==> src/rtl/rtr_route_gen.sv <==
// rtl/rtr_route_gen.sv - per-input-VC phased-DOR route generator; optional error checks under RTR_ROUTE_GEN_CHECK_EN
module rtr_route_gen #(
  parameter int num_dimensions       = 2,
  parameter int dim_addr_width       = 2,
  parameter int num_nodes_per_router = 1,
  parameter int num_ports            = 5,
  parameter int num_resource_classes = 2,
  parameter int num_vcs_per_class    = 1,
  parameter int vc_id                = 0,
  parameter logic [num_dimensions*dim_addr_width-1:0] router_address = '0
) (
  input  logic                                    clk,
  input  logic                                    reset,
  input  logic                                    flit_valid,
  input  logic                                    flit_head,
  input  logic                                    flit_tail,
  input  logic [num_dimensions*dim_addr_width-1:0] dest_router,
  input  logic [((num_nodes_per_router > 1) ? $clog2(num_nodes_per_router) : 1)-1:0] dest_node,
  input  logic                                    phase_done,
  output logic                                    route_valid,
  output logic [num_ports-1:0]                    route_op,
  output logic [num_resource_classes-1:0]         route_orc,
  output logic [1:0]                              errors
);

  localparam int resource_class = (vc_id / num_vcs_per_class) % num_resource_classes;
  localparam int last_class     = num_resource_classes - 1;

  typedef enum logic {IDLE, ACTIVE} state_t;

  state_t                          state, state_d;
  int                              port_idx;
  int                              out_class;
  logic                            eject_bad;
  logic                            head_acc;
  logic [num_ports-1:0]            calc_op;
  logic [num_resource_classes-1:0] calc_orc;
  logic                            valid_d;
  logic [num_ports-1:0]            op_d;
  logic [num_resource_classes-1:0] orc_d;

  assign head_acc = flit_valid & flit_head;

  // Dimension-order route and output class from the head inputs; one-hot vectors put index 0 at the MSB
  always_comb begin
    port_idx = 2*num_dimensions + int'(dest_node);
    // Descending scan so the lowest differing dimension wins
    for (int d = num_dimensions-1; d >= 0; d--) begin
      if (dest_router[d*dim_addr_width +: dim_addr_width] !=
          router_address[d*dim_addr_width +: dim_addr_width]) begin
        if (dest_router[d*dim_addr_width +: dim_addr_width] <
            router_address[d*dim_addr_width +: dim_addr_width])
          port_idx = 2*d;
        else
          port_idx = 2*d + 1;
      end
    end
    eject_bad = (port_idx >= num_ports);
    for (int i = 0; i < num_ports; i++)
      calc_op[i] = !eject_bad && (port_idx == num_ports-1-i);
    // Last class cannot advance; it keeps its own class
    out_class = (phase_done && (resource_class < last_class)) ? resource_class + 1 : resource_class;
    for (int i = 0; i < num_resource_classes; i++)
      calc_orc[i] = (out_class == last_class - i);
  end

  // Next-state and route-register logic: load on head, hold through body, clear on tail
  always_comb begin
    state_d = state;
    valid_d = route_valid;
    op_d    = route_op;
    orc_d   = route_orc;
    case (state)
      IDLE: begin
        valid_d = 1'b0;
        op_d    = '0;
        orc_d   = '0;
        if (head_acc) begin
          valid_d = 1'b1;
          op_d    = calc_op;
          orc_d   = calc_orc;
          state_d = flit_tail ? IDLE : ACTIVE;
        end
      end
      ACTIVE: begin
        if (head_acc) begin
          valid_d = 1'b1;
          op_d    = calc_op;
          orc_d   = calc_orc;
          state_d = flit_tail ? IDLE : ACTIVE;
        end else if (flit_valid && flit_tail) begin
          valid_d = 1'b0;
          op_d    = '0;
          orc_d   = '0;
          state_d = IDLE;
        end
      end
      default: state_d = IDLE;
    endcase
  end

  // State and held route registers
  always_ff @(posedge clk or posedge reset) begin
    if (reset) begin
      state       <= IDLE;
      route_valid <= 1'b0;
      route_op    <= '0;
      route_orc   <= '0;
    end else begin
      state       <= state_d;
      route_valid <= valid_d;
      route_op    <= op_d;
      route_orc   <= orc_d;
    end
  end

`ifdef RTR_ROUTE_GEN_CHECK_EN
  logic proto_err;
  logic ovf_err;

  // Protocol violations: head mid-packet, non-head while idle, or ejection port out of range
  always_comb begin
    proto_err = (flit_valid && ((state == ACTIVE && flit_head) || (state == IDLE && !flit_head)))
                || (head_acc && eject_bad);
    ovf_err   = head_acc && phase_done && (resource_class == last_class);
  end

  // One-cycle registered error pulses
  always_ff @(posedge clk or posedge reset) begin
    if (reset) errors <= 2'b00;
    else       errors <= {ovf_err, proto_err};
  end
`else
  assign errors = 2'b00;
`endif

endmodule

==> config.mk <==
export PLATFORM = sky130hd
export DESIGN_NAME = rtr_route_gen
export DESIGN_NICKNAME = d
export VERILOG_FILES = /design/src/rtl/rtr_route_gen.sv
export SDC_FILE = /design/constraint.sdc
export NUM_CORES = 1
export LEC_CHECK = 0
export ABC_AREA = 1
export CAP_MARGIN = 20
export CORE_MARGIN = 3
export CORE_UTILIZATION = 30
export DETAILED_ROUTE_END_ITERATION = 6
export GPL_ROUTABILITY_DRIVEN = 0
export GPL_TIMING_DRIVEN = 0
export PLACE_DENSITY_LB_ADDON = 0.05
export RECOVER_POWER = 100
export SYNTH_ARGS = -nofsm -noshare
export SYNTH_HDL_FRONTEND = slang
export SYNTH_SLANG_ARGS = --single-unit
==> constraint.sdc <==
create_clock -name clk -period 1 [get_ports clk]
set_input_delay 0.15 -clock clk [delete_from_list [all_inputs] [get_ports clk]]
set_output_delay 0.15 -clock clk [all_outputs]
set_load 0.02 [all_outputs]
==> out/results.tsv <==
stage	metric	value	unit
global_routing	grt_overflow	0	
die	start_util	34.5	%
setup_path	cp_slowest_cell	dfrtp_1	
power_and_ir_drop	p_comb_share	18.2	%
clock_network	ctsLongestPathBuffers	2	
timing	setup_viol	0	
setup_path	path_delay_family	flip-flops	
power_and_ir_drop	ir_worst_vdd	0.676	mV
timing	final-hold-violation-count	0	
route	vias	384	
power_and_ir_drop	p_per_area	1370	nW/um^2
global_routing	first_global_vias	346	
layout	nFillCells	128	
route	wl_per_cell	9.81	um
synthesis	ys_ff_latch	9	
layout	final_common_cell	nand2_1	
route	drt-total-wl	834	um
synthesis	ys_seq_area_share	54.4	%
die	rows	12	
setup_path	crit_type	reg2out	
hold_path	hold_class	in2async	
layout	layout_common_cells	nand2_1, clkdlybuf4s50_1, dfrtp_1	
clock_network	hold_buffers	0	
job	max-cap-violations	0	
die	die_h	43.2	um
route	drtIter0Drc	6	
power_and_ir_drop	p_switching	0.217	mW
setup_path	critPathMaxStageDelay	0.38	ns
layout	final_layout_size_suffix_gt1_share	22.5	%
setup_path	path_max_fanout	2	
power_and_ir_drop	leakage	0.338	nW
synthesis	yosys_warnings	0	
place	place_hpwl	634	um
route	drc	0	
place	port_buffers	18	
clock_network	cts_setup_buffers	0	
place	dpl_worst_slack	-0.227	ns
clock_network	cts_root_buf	clkbuf_4	
synthesis	synth_cells	48	
timing	rsz0062_at_grt	false	
die	core_area	1200	um^2
setup_path	endpoint_kind	output port	
route	via_per_inst	4.52	
status	outcome	completed	
power_and_ir_drop	p_clk_share	34.2	%
clock_network	cts_tree	yes	
global_routing	grt_antenna_before_repair	0	
route	firstDrtPassIters	4	
timing	clock_skew	0.00799	ns
clock_network	cts-buffers-inserted	3	
synthesis	syn_area_per_cell	8.63	um^2
global_routing	grt_pass1_wl	1440	um
die	die_width	43.2	um
clock_network	cts_htree_levels	1	
timing	maxSlewViolCount	0	
clock_network	insertion_delay	0.26	ns
power_and_ir_drop	switching_share	26.4	%
power_and_ir_drop	internal_power	0.604	mW
setup_path	path_buf_inv	1	
timing	fmax	1.05	GHz
setup_path	worstPathArrival	0.80	ns
global_routing	track_usage	10.9	%
synthesis	synth.distinct_cells	13	
layout	fin_nets	83	
timing	fin_crit	0.951	ns
setup_path	crit_chain	clkbuf_2	
synthesis	synthesis.area	414	um^2
layout	diodes	0	
die	die_area	1860	um^2
global_routing	grt_start_max_net_pins	11	
clock_network	cts.sinks	9	
power_and_ir_drop	power.total	0.820	mW
timing	fin_ws	0.0489	ns
setup_path	worstPathRequired	0.85	ns
die	ios	21	
clock_network	path_clk_slew	0.07	ns
route	ant_nets	0	
timing	tns	0	ns
layout	area_growth	44.7	%
timing	period_share	95.1	%
power_and_ir_drop	p_seq_share	47.6	%
setup_path	critPathLaunchType	flip-flop	
## kinds of logic (layout without fill, tap and decap cells)
family	Yosys count	after routing	synth area share, %
compound gates	1	1	1.81
simple gates	26	26	30.8
flops	9	9	54.4
buf+inv	11	33	12.1
other cells	1	2	0.905
## sequential cells by signal, indices dropped and copies added (netlist names)
name and cells:
route_valid 1, route_orc 2, state 1, route_op 5
## cell usage after synthesis
master | n | share of area (%)
o21a_1 | 1 | 1.8
dfrtp_1 | 9 | 54
or2_0 | 1 | 1.5
nand4_1 | 5 | 7.6
nand3_1 | 1 | 1.2
nor2_1 | 4 | 3.6
nand2_4 | 1 | 2.7
nand2_1 | 13 | 12
conb_1 | 1 | 0.91
nand3_2 | 1 | 2.4
clkbuf_2 | 1 | 1.2
buf_4 | 2 | 3.6
inv_1 | 8 | 7.3
## power by group through the flow
| stage | Clock, mW | Sequential [mW] | Combinational, mW |
|---|---|---|---|
| finish | 0.281 | 0.391 | 0.149 |
| global route | 0.309 | 0.393 | 0.164 |
| CTS | 0.287 | 0.390 | 0.153 |
| detailed placement | 0 | 0.397 | 0.166 |
| global placement | 0 | 0.397 | 0.165 |
| floorplan | 0 | 0.415 | 0.0664 |
## final timing paths
kind	startpoint	endpoint	slack [ns]	cells after the start
worst max-delay path	route_orc[0]$_DFFE_PP0P_	route_orc[0]	0.05	1
worst min-delay path	reset	state$_DFF_PP0_	0.28	2
worst max register to register	state$_DFF_PP0_	state$_DFF_PP0_	0.17	2
worst min register to register	route_op[4]$_DFFE_PP0P_	route_op[4]$_DFFE_PP0P_	0.49	2
max in group asynchronous	reset	route_op[1]$_DFFE_PP0P_	0.46	2
min in group clk	phase_done	route_orc[0]$_DFFE_PP0P_	0.45	3
## per-stage QoR
step                hold WS, ns  std cells  util [%]  cell area (um^2)
global placement          0.439         81      51.2               616
detailed placement        0.437         81      51.2               616
floorplan               -0.0221         49         -               418
CTS                       0.167         85      50.1               602
global route              0.330         85      49.9               599
finish                    0.285         85      49.9               599
## layout make-up
cell class / instances / area [um^2] / share of cell area [%]
buffer: 3 / 20.0 / 3.34
clock buffer: 4 / 26.3 / 4.38
inverter: 8 / 30.0 / 5.01
multi-input combinational: 29 / 140 / 23.4
sequential: 9 / 225 / 37.6
tap: 14 / 17.5 / 2.92
timing repair buffer: 18 / 140 / 23.4
## routing by layer
metal,global-route usage [%],share of wire (%),vias to the layer above
li1,-,-,192
met2,16.2,45,18
met1,11.9,44,172
met5,0,0,-
met4,9.04,1.1,0
met3,4.24,11,2
## timing repair
| action | CTS | global route |
|---|---|---|
| pin swaps | 0 | 0 |
| resized for setup | 32 | 1 |
| endpoints found under the setup margin | 8 | 5 |
| gates cloned | 0 | 0 |
Note: power is estimated with default switching activity, not from simulation.
